## src/rtl/priority_encoder_rr.sv

```systemverilog
// Registered priority encoder with fixed-priority and round-robin selection behind a valid/ready handshake.
// Optional one-hot winner output is enabled with the PENC_ONEHOT_EN macro.
module priority_encoder_rr #(
  parameter  int WIDTH = 8,
  localparam int IDX_W = $clog2(WIDTH)
) (
  input  logic             clk,
  input  logic             rst_n,
  input  logic [WIDTH-1:0] req_i,
  input  logic             in_valid_i,
  output logic             in_ready_o,
  input  logic             mode_i,
  output logic             out_valid_o,
  input  logic             out_ready_i,
  output logic [IDX_W-1:0] out_idx_o,
  output logic             out_any_o
`ifdef PENC_ONEHOT_EN
  ,output logic [WIDTH-1:0] out_onehot_o
`endif
);

  localparam logic [IDX_W-1:0] PTR_RESET = IDX_W'(WIDTH - 1);

  logic             valid_q, valid_d;
  logic [IDX_W-1:0] idx_q, idx_d;
  logic             any_q, any_d;
  logic             rr_q, rr_d;
  logic [IDX_W-1:0] ptr_q, ptr_d;

  logic             capture;
  logic             deliver;
  logic [IDX_W-1:0] fix_idx;
  logic [IDX_W-1:0] rr_idx;
  logic [IDX_W-1:0] cand;
  logic             found;
  logic             req_any;

  assign in_ready_o = !valid_q || out_ready_i;
  assign capture    = in_valid_i && in_ready_o;
  assign deliver    = valid_q && out_ready_i;
  assign req_any    = |req_i;

  // Pointer moves past a delivered round-robin winner; the result feeds this cycle's search too.
  always_comb begin
    ptr_d = ptr_q;
    if (deliver && any_q && rr_q) begin
      ptr_d = (idx_q == '0) ? PTR_RESET : idx_q - IDX_W'(1);
    end
  end

  always_comb begin
    fix_idx = '0;
    for (int i = 0; i < WIDTH; i++) begin
      if (req_i[i]) begin
        fix_idx = IDX_W'(i);
      end
    end
  end

  // Walk downward from the pointer with wrap; the first requester seen wins.
  always_comb begin
    rr_idx = '0;
    cand   = '0;
    found  = 1'b0;
    for (int k = 0; k < WIDTH; k++) begin
      if (int'(ptr_d) >= k) begin
        cand = IDX_W'(int'(ptr_d) - k);
      end else begin
        cand = IDX_W'(int'(ptr_d) + WIDTH - k);
      end
      if (!found && req_i[cand]) begin
        found  = 1'b1;
        rr_idx = cand;
      end
    end
  end

  always_comb begin
    valid_d = valid_q;
    idx_d   = idx_q;
    any_d   = any_q;
    rr_d    = rr_q;
    if (capture) begin
      valid_d = 1'b1;
      any_d   = req_any;
      rr_d    = mode_i;
      if (!req_any) begin
        idx_d = '0;
      end else if (mode_i) begin
        idx_d = rr_idx;
      end else begin
        idx_d = fix_idx;
      end
    end else if (deliver) begin
      valid_d = 1'b0;
    end
  end

  always_ff @(posedge clk or negedge rst_n) begin
    if (!rst_n) begin
      valid_q <= 1'b0;
      idx_q   <= '0;
      any_q   <= 1'b0;
      rr_q    <= 1'b0;
      ptr_q   <= PTR_RESET;
    end else begin
      valid_q <= valid_d;
      idx_q   <= idx_d;
      any_q   <= any_d;
      rr_q    <= rr_d;
      ptr_q   <= ptr_d;
    end
  end

  assign out_valid_o = valid_q;
  assign out_idx_o   = idx_q;
  assign out_any_o   = any_q;

`ifdef PENC_ONEHOT_EN
  logic [WIDTH-1:0] onehot_q, onehot_d;

  always_comb begin
    onehot_d = onehot_q;
    if (capture) begin
      onehot_d = req_any ? (WIDTH'(1) << idx_d) : '0;
    end
  end

  always_ff @(posedge clk or negedge rst_n) begin
    if (!rst_n) begin
      onehot_q <= '0;
    end else begin
      onehot_q <= onehot_d;
    end
  end

  assign out_onehot_o = onehot_q;
`endif

endmodule

```

## config.mk

```make
export PLATFORM = sky130hd
export DESIGN_NAME = priority_encoder_rr
export DESIGN_NICKNAME = d
export VERILOG_FILES = /design/src/rtl/priority_encoder_rr.sv
export SDC_FILE = /design/constraint.sdc
export NUM_CORES = 1
export LEC_CHECK = 0
export CORE_ASPECT_RATIO = 0.75
export CORE_UTILIZATION = 56
export CTS_BUF_LIST = sky130_fd_sc_hd__clkbuf_2
export CTS_CLUSTER_DIAMETER = 200
export DETAILED_ROUTE_END_ITERATION = 10
export GPL_TIMING_DRIVEN = 0
export PLACE_DENSITY_LB_ADDON = 0.08
export SETUP_SLACK_MARGIN = 0.05
export SLEW_MARGIN = 20
export SYNTH_ARGS = -nofsm -noshare
export SYNTH_HDL_FRONTEND = slang
export SYNTH_SLANG_ARGS = --single-unit
```

## constraint.sdc

```tcl
create_clock -name clk -period 4.02 [get_ports clk]
set_input_delay 0.804 -clock clk [delete_from_list [all_inputs] [get_ports clk]]
set_output_delay 0.804 -clock clk [all_outputs]
set_load 0.005 [all_outputs]
```

==> results.txt, run 1 <==
For the final cell utilization of the core, the log shows 0.7661. The count of nets left with antenna violations after detail routing is 0. The average instance area after synthesis is 8.611 um^2, and the stage delay of the slowest cell on the critical path is 0.52 ns.

In the synthesized netlist the dominant register cell turns out to be sky130_fd_sc_hd__dfrtp_1. Number of design rule violations left after detail routing: 1. The worst setup path is of the in -> reg kind.

Subtracting the final worst setup slack from the clock period gives 3.928 ns. The total count of max-transition violations in the final report is 0, and the slew at the pin with the worst max-slew slack is 0.5165 ns. The worst setup path is launched from an input port. The run gives 5.740 mm as the wire length of the first global-routing pass. The total via count in the routed design is 1,349. The logs give 171 for the number of nets in the synthesized netlist and 4.17 ns for the critical path data required time. The area growth from synthesis to final layout works out to 22.22%.

On the final layout, the worst hold slack is 0.5620 ns. The run gives 1528 um^2 as the instance area after placement. The biggest area consumer among synthesized cells is sky130_fd_sc_hd__mux2i_1. The family of cells with the greatest summed delay on the critical path is buffers and inverters.

The wire length reported by the detailed router is 3.620 mm. The die covers 2553 um^2. The number of global-route vias before repair was 1,197. Detailed placement ended at an HPWL of 2.840 mm.

Setup repair after global routing left no endpoint under its margin. sky130_fd_sc_hd__mux2i_1 is the most common cell in the netlist. Using the TritonRoute via totals, the vias-per-cell ratio works out to 6.678.

Share of the synthesized area in the top cell type: 0.1443. By count the netlist is led by 19 x sky130_fd_sc_hd__mux2i_1, 16 x sky130_fd_sc_hd__nand2_1, 13 x sky130_fd_sc_hd__nor2_1. Layout net count: 197. The maximum level of the CTS H-tree was 1. For this design the top-level I/O count stands at 19.

The run gives 0.6268 as the initial standard-cell utilization of the core. Async set-reset flop share out of synthesis: 1.000. The first detailed-routing pass took 7 iterations. For this run, the top clock speed supported by timing is 0.2546 GHz.

The count of clock tree sinks is 9. Synthesis produced 153 cells. The DRC violation total after the first TritonRoute iteration is 140. The library cell contributing the largest single delay on the critical path is sky130_fd_sc_hd__clkdlybuf4s50_1.

After global routing the overflow that remains totals 0. The final clock period utilization by the worst path is 0.9772. Area of the core: 2102 um^2. Setup violations remaining at the end of the flow were counted as 0. Along the worst path, the maximum fanout reaches 10. Setup slack on the critical path of the routed design comes to 0.09176 ns. The count of buffers added on input and output ports is 18. The number of enable-type register cells in the synthesized netlist is 0, and the arrival time of data at the critical path endpoint is 4.08 ns. The synthesis-stage register bit count is 9. Across the run, the number of max-cap violations was 0. The synthesized cell area is 1318 um^2.

The number of different library cells used by synthesis comes to 43. Number of antenna violations at the first check in global routing: 0. The total buffers and inverters traversed by the critical path was 3. Prior to clock tree synthesis, the placed netlist has a worst setup slack of -0.5741 ns. Counting the buffers created by CTS gives 3.

Between clock sinks in the finished design, the worst skew comes to 0.002500 ns. The die is 58.01 um wide. In this run the core area contains 14 standard-cell rows. The repair_antennas step left the layout with diodes totalling 0. The run gives 2 as the worst-case clock buffer depth. The clock latency at the later pin of the worst-skew pair is 0.25 ns.

TritonCTS built the clock tree. Critical path capture point type: a flip-flop. The checks that failed: design-rule violations. Register area share after synthesis: 0.1738. The finished cells cover 1610 um^2. The run gives 0.6458 as the relative slew slack. Entering global routing, the biggest net connects 11 pins.

The min-delay analysis places its worst path in the category reg -> reg. The critical path goes through clkdlybuf4s50_1, nand4_4, mux2i_4, buf_8, ha_1, xor2_1, clkbuf_1, mux4_2, nand2_1, a221oi_1, nor3_1, o41ai_2. The run finished, with violations left. After clock tree synthesis, the clock-pin slew on the worst setup and hold paths is 0.11 ns.

For the synthesis warning total, the log shows 0. The run gives 0.3106 as the total global routing track utilization. After synthesis, the cell types taking the most area are sky130_fd_sc_hd__mux2i_1 14%, sky130_fd_sc_hd__dfrtp_1 11%, sky130_fd_sc_hd__mux4_2 6.8%, sky130_fd_sc_hd__dfstp_2 6.0%, sky130_fd_sc_hd__ha_1 4.7%. Number of hold buffers added after cts: 0. The root buffer cell chosen for the clock tree is sky130_fd_sc_hd__clkbuf_2. The final count of hold timing violations came out at 0. In this run the vertical extent of the chip is 44.01 um. Routability-driven placement finished with a final weighted congestion of 0.9286. The average detailed-routed wire length per instance came out at 17.92 um. The ratio of cells with drive above 1 in the final layout works out to 0.2079.
-- kinds of logic (layout without fill, tap and decap cells) --
family / count (synthesis) / in the layout / share of synthesized area
simple gates: 48 / 48 / 0.2004
compound gates: 43 / 43 / 0.2146
mux: 30 / 30 / 0.2849
buf+inv: 15 / 40 / 0.05318
flops: 9 / 9 / 0.1738
fa+ha+maj: 5 / 5 / 0.04748
xor+xnor: 3 / 3 / 0.02565
-- routing by layer --
metal  track usage  wire length, um  vias to the layer above
met5             0                0                        -
met4       0.09524               69                        0
met3       0.08358              451                       10
met2        0.4322             1459                       99
met1        0.4657             1640                      614
li1              -                -                      626
-- registers in the layout, indices dropped and copies added (netlist names) --
| signal | flops |
|---|---|
| ptr_q | 3 |
| out_any_o | 1 |
| rr_q | 1 |
| out_valid_o | 1 |
| out_idx_o | 3 |
-- what timing repair did --
item,4_1_cts,5_1_grt
buffers inserted,3,0
hold endpoints to repair,0,0
resized for setup,2,5
pin swaps,1,1
setup endpoints to repair,3,2
-- final timing paths --
check | startpoint | to | slack [ns] | cells after the start
min | rr_q$_DFFE_PN0P_ | rr_q$_DFFE_PN0P_ | 0.56 | 2
min in group asynchronous | rst_n | rr_q$_DFFE_PN0P_ | 0.83 | 1
max | out_ready_i | out_idx_o[0]$_DFFE_PN0P_ | 0.09 | 12
min reg2reg | rr_q$_DFFE_PN0P_ | rr_q$_DFFE_PN0P_ | 0.56 | 2
max reg2reg | out_idx_o[0]$_DFFE_PN0P_ | out_idx_o[0]$_DFFE_PN0P_ | 0.38 | 14
max in group asynchronous | rst_n | ptr_q[1]$_DFF_PN1_ | 2.87 | 1
-- stage by stage --
| stage | setup TNS (ns) | instances |
|---|---|---|
| 4_1_cts | 0 | 202 |
| 2_1_floorplan | 0 | 153 |
| 3_3_place_gp | -1.277 | 195 |
| 3_5_place_dp | -1.414 | 195 |
| 5_1_grt | 0 | 202 |
| 6_report | 0 | 202 |
-- worst reg2reg max path, stage by stage, from the launching register on --
cell and delay [ns]:
sky130_fd_sc_hd__dfrtp_1 0.41, sky130_fd_sc_hd__inv_1 0.06, sky130_fd_sc_hd__ha_1 0.19, sky130_fd_sc_hd__ha_1 0.19
sky130_fd_sc_hd__nand2b_1 0.17, sky130_fd_sc_hd__mux2i_4 0.21, sky130_fd_sc_hd__buf_8 0.19, sky130_fd_sc_hd__ha_1 0.17
sky130_fd_sc_hd__xor2_1 0.24, sky130_fd_sc_hd__clkbuf_1 0.43, sky130_fd_sc_hd__mux4_2 0.44, sky130_fd_sc_hd__nand2_1 0.11
sky130_fd_sc_hd__a221oi_1 0.35, sky130_fd_sc_hd__nor3_1 0.12, sky130_fd_sc_hd__o41ai_2 0.24
-- layout make-up --
| class | count | area [um^2] |
|---|---|---|
| multi-input combinational | 129 | 1059 |
| fill | 163 | 491.7 |
| sequential | 9 | 229.0 |
| timing repair buffer | 21 | 202.7 |
| inverter | 12 | 47.55 |
| tap | 24 | 30.03 |
| buffer | 3 | 22.52 |
| clock buffer | 4 | 20.02 |
-- placed cells by master, fill, tap and decap left out, drive strengths merged, types with 2 or more instances in the layout --
cell type      count
nor2              13
mux2i             22
buf                4
o211ai             2
clkdlybuf4s50     18
nand2             16
nor2b              2
and3               2
a221oi             2
a31oi              5
dfstp              3
o22ai              2
a22oi              2
o41ai              2
mux2               4
nand2b             5
nor3               5
inv               12
xor2               2
mux4               4
clkbuf             6
o21ai             11
dfrtp              6
ha                 5
nand4              2
a21oi             12
Power of run 1 is left out: the tool's default activity adds up to more than one toggle a clock period on the data nets, which glitch-free logic cannot reach.
==> inputs of run 2 (changes only) <==
--- a/config.mk
+++ b/config.mk
@@ -6,14 +6,14 @@
 export NUM_CORES = 1
 export LEC_CHECK = 0
 export CORE_ASPECT_RATIO = 0.75
-export CORE_UTILIZATION = 56
+export CORE_MARGIN = 8
+export CORE_UTILIZATION = 25
 export CTS_BUF_LIST = sky130_fd_sc_hd__clkbuf_2
 export CTS_CLUSTER_DIAMETER = 200
 export DETAILED_ROUTE_END_ITERATION = 10
 export GPL_TIMING_DRIVEN = 0
 export PLACE_DENSITY_LB_ADDON = 0.08
 export SETUP_SLACK_MARGIN = 0.05
-export SLEW_MARGIN = 20
 export SYNTH_ARGS = -nofsm -noshare
 export SYNTH_HDL_FRONTEND = slang
 export SYNTH_SLANG_ARGS = --single-unit
==> results.txt, run 2 (synthesized netlist as in run 1, its figures left out) <==
The tools report the worst hold endpoint as rr_q$_DFFE_PN0P_ (unchanged). DRC violation total after the first TritonRoute iteration: 76 (was 140). The worst-case clock buffer depth was 2 (unchanged); the maximum VDD drop was 0.3684 mV. Top-level port count: 19 (unchanged).

TritonCTS built the clock tree. The number of search-and-repair iterations in the first detailed-routing pass is 4 (was 7), and the clock skew after layout is 0.008574 ns (was 0.002500 ns). For the wire length of the first global-routing pass, the log shows 6.610 mm (was 5.740 mm). The run gives 0.6882 nW as the static leakage.

Maximum level of the CTS H-tree: 1 (unchanged). The cell depth of the worst hold path was 2 (unchanged); the total via count in the routed design was 1,288 (was 1,349). The arrival time of data at the critical path endpoint came out at 4.01 ns (was 4.08 ns). The logs give 0 (unchanged) for the final-report setup violation count and 0 (unchanged) for the number of antenna violations at the first check in global routing. The tools report the final sum of negative setup slack as 0 ns (unchanged). The final clock period utilization by the worst path is 0.9673 (was 0.9772), and the total global routing track utilization is 0.1034 (was 0.3106). The number of antenna repair diodes came out at 0 (unchanged). The switching share of power was 0.5304; the width of the die was 99.83 um (was 58.01 um). The run gives 0 (unchanged) as the final count of hold timing violations. Highest-count cells in the layout ignoring fill and taps: 18 x sky130_fd_sc_hd__clkdlybuf4s50_1, 16 x sky130_fd_sc_hd__nand2_1, 15 x sky130_fd_sc_hd__mux2i_1 (was 18 x sky130_fd_sc_hd__clkdlybuf4s50_1, 16 x sky130_fd_sc_hd__nand2_1, 16 x sky130_fd_sc_hd__mux2i_1). Critical path capture point type: a flip-flop (unchanged). The height of the die came out at 78.87 um (was 44.01 um). The flow ran to the end, and the final reports show no timing, DRC or antenna violations. For the global route total overflow, the log shows 0 (unchanged). The worst setup slack for register-to-register paths is 0.47 ns (was 0.38 ns). The slew at the pin with the worst max-slew slack was 0.5070 ns (was 0.5165 ns). Relative slew slack: 0.6523 (was 0.6458).

The met2 routing resource usage after global routing was 0.1601 (was 0.4322). The layout net count came out at 198 (was 197). The library cell contributing the largest single delay on the critical path was sky130_fd_sc_hd__mux4_2 (was sky130_fd_sc_hd__clkdlybuf4s50_1). The part of the total power dissipated in sequential elements is 0.097. The most common library cell in the layout ignoring fill and taps was sky130_fd_sc_hd__clkdlybuf4s50_1 (unchanged). The count of input and output buffers was 18 (unchanged); the register clock-pin slew on the reported worst setup and hold paths was 0.10 ns (was 0.11 ns). The count of clock tree sinks came out at 9 (unchanged). Count of max-cap constraint violations: 0 (unchanged).

The standard-cell row count is 23 (was 14). The type of the tightest min-delay check is reg -> reg (unchanged). Clock latency at the later pin of the worst-skew pair: 0.24 ns (was 0.25 ns).

The ratio of cells with drive above 1 in the final layout was 0.2291 (was 0.2079). The tools report the combinational share of power as 0.870. Mean number of vias per cell: 5.071 (was 6.678). The tools report the half-perimeter wire length of the detailed placement result as 3.258 mm (was 2.840 mm). Area growth from synthesis to final layout: 27.64% (was 22.22%). Capture point of the worst reg-to-reg path: out_idx_o[0]$_DFFE_PN0P_ (unchanged).

The stage delay of the slowest cell on the critical path was 0.61 ns (was 0.52 ns). The average detailed-routed wire length per instance is 15.81 um (was 17.92 um). Setup repair after global routing could not meet its margin everywhere. Cell type with the highest occurrence count on the critical path: sky130_fd_sc_hd__nand4_4.

The busiest metal layer after global routing was met2 (was met1). The number of design rule violations left after detail routing was 0 (was 1); the largest net degree at the start of global routing was 11 (unchanged). The run gives 4.14 ns (was 4.17 ns) as the critical path data required time. The run gives 0.2572 GHz (was 0.2546 GHz) as the maximum clock rate. Power spread over the standard cell area amounts to 1020 nW/um^2. Number of fill cells: 543 (was 163). The startpoint class of the critical path is an input port (unchanged).

The final critical-path required period is 3.888 ns (was 3.928 ns), and the area of the core is 5209 um^2 (was 2102 um^2). The tools report the number of global-route vias before repair as 1,311 (was 1,197). The largest fanout on the critical path came out at 7 (was 10).

The met1 layer usage reported by global route came out at 0.1447 (was 0.4657). The path type of the worst setup path is in -> reg (unchanged). Worst-case reg-to-reg path depth: 14 (unchanged).

The tools report the die area as 7873 um^2 (was 2553 um^2). The number of standard cells in the final layout excluding fillers was 254 (was 202). The logs give 0.033 for the part of the power in the clock network and 0.01397 (was 0.08358) for the met3 track demand over resource. Cells along the critical path: clkdlybuf4s50_1, nand4_4, buf_4, a21oi_2, inv_4, xor2_1, mux4_2, nor2b_4, nand4_4, nor3_2, a2111oi_2, o41ai_2 (was clkdlybuf4s50_1, nand4_4, mux2i_4, buf_8, ha_1, xor2_1, clkbuf_1, mux4_2, nand2_1, a221oi_1, nor3_1, o41ai_2).

The tools report the startpoint of the worst hold path as rr_q$_DFFE_PN0P_ (unchanged). Internal power comes to 0.0008051 W. The wire length reported by the detailed router is 4.015 mm (was 3.620 mm). The number of cells after detailed placement came out at 246 (was 195). The library cell used as clock root buffer was sky130_fd_sc_hd__clkbuf_2 (unchanged).

The tools report the number of buffers created by CTS as 3 (unchanged). The count of nets left with antenna violations after detail routing was 0 (unchanged); the final weighted congestion in routability-driven placement was 0.8239 (was 0.9286). For the initial standard-cell utilization of the core, the log shows 0.2529 (was 0.6268). The total count of max-transition violations in the final report is 0 (unchanged). Source of the worst register-to-register timing path: out_idx_o[0]$_DFFE_PN0P_ (unchanged). The analysis attributes to net switching a power of 0.0009094 W.
run 2: cell types whose count changed in the layout (fill, tap and decap cells not counted):
cell                       delta
sky130_fd_sc_hd__nor3_4       -1
sky130_fd_sc_hd__buf_4        +1
sky130_fd_sc_hd__clkbuf_1     -2
sky130_fd_sc_hd__mux2i_1      -1
sky130_fd_sc_hd__mux2i_2      +1
sky130_fd_sc_hd__nor3_2       +1
sky130_fd_sc_hd__clkbuf_2     +2
run 2: how the worst max path moves through the flow:
stage	endpoint	slack, ns	depth (start not counted)	from
floorplan	out_idx_o[0]$_DFFE_PN0P_	0.44	11	out_ready_i
global placement	out_idx_o[0]$_DFFE_PN0P_	-0.74	12	out_ready_i
detailed placement	out_idx_o[0]$_DFFE_PN0P_	-0.74	12	out_ready_i
CTS	out_idx_o[0]$_DFFE_PN0P_	0.05	10	out_ready_i
global route	out_idx_o[2]$_DFFE_PN0P_	0.05	13	out_ready_i
finish	out_idx_o[0]$_DFFE_PN0P_	0.13	12	out_ready_i
run 2: repair_timing:
item                       4_1_cts  5_1_grt
setup endpoints to repair        3        3
resized for setup                3        8
pin swaps                        1        2
setup buffers                    3        1
hold buffers                     0        0
run 2: power by group through the flow:
| stage | sequential, W | combinational, W | clock (W) |
|---|---|---|---|
| 2_1_floorplan | 0.000160 | 0.00106 | 0 |
| 3_3_place_gp | 0.000165 | 0.00139 | 0 |
| 3_5_place_dp | 0.000166 | 0.00138 | 0 |
| 4_1_cts | 0.000166 | 0.00145 | 0.0000612 |
| 5_1_grt | 0.000171 | 0.00163 | 0.0000670 |
| 6_report | 0.000166 | 0.00149 | 0.0000572 |
run 2: area by class of cell:
cell class / count / area (um^2) / share of cell area
clock buffers: 4 / 20.02 / 0.01190
flip-flops and latches: 9 / 229.0 / 0.1362
well taps: 75 / 93.84 / 0.05580
plain buffers: 3 / 25.02 / 0.01488
multi-input cells: 129 / 1056 / 0.6280
repair buffers: 22 / 210.2 / 0.1250
inverters: 12 / 47.55 / 0.02827
run 2: metal layers:
layer	wire, um	vias up
met2	1840	39
met3	206	4
met5	0	-
met1	1909	622
met4	59	0
li1	-	623
run 2: metrics by stage:
stage                 util  setup slack (ns)  hold slack [ns]  power, W  instance area, um^2
global route        0.3228           0.04652           0.6189  0.001872                 1682
finish              0.3228            0.1315           0.5627  0.001715                 1682
global placement    0.3055           -0.7355           0.5426  0.001553                 1592
floorplan                -            0.4370           0.5054  0.001216                 1318
detailed placement  0.3055           -0.7352           0.5451  0.001544                 1592
CTS                 0.3180           0.05365           0.5669  0.001677                 1657
run 2: critical path: cells and delay by family:
family / cells / cell delay, ns
AO/OA/AOI/OAI: 3 / 0.93
buffers and inverters: 3 / 0.88
multiplexers: 1 / 0.61
AND/OR/NAND/NOR: 4 / 0.53
XOR/XNOR: 1 / 0.24
No activity file was read; power rests on OpenSTA's default activity.
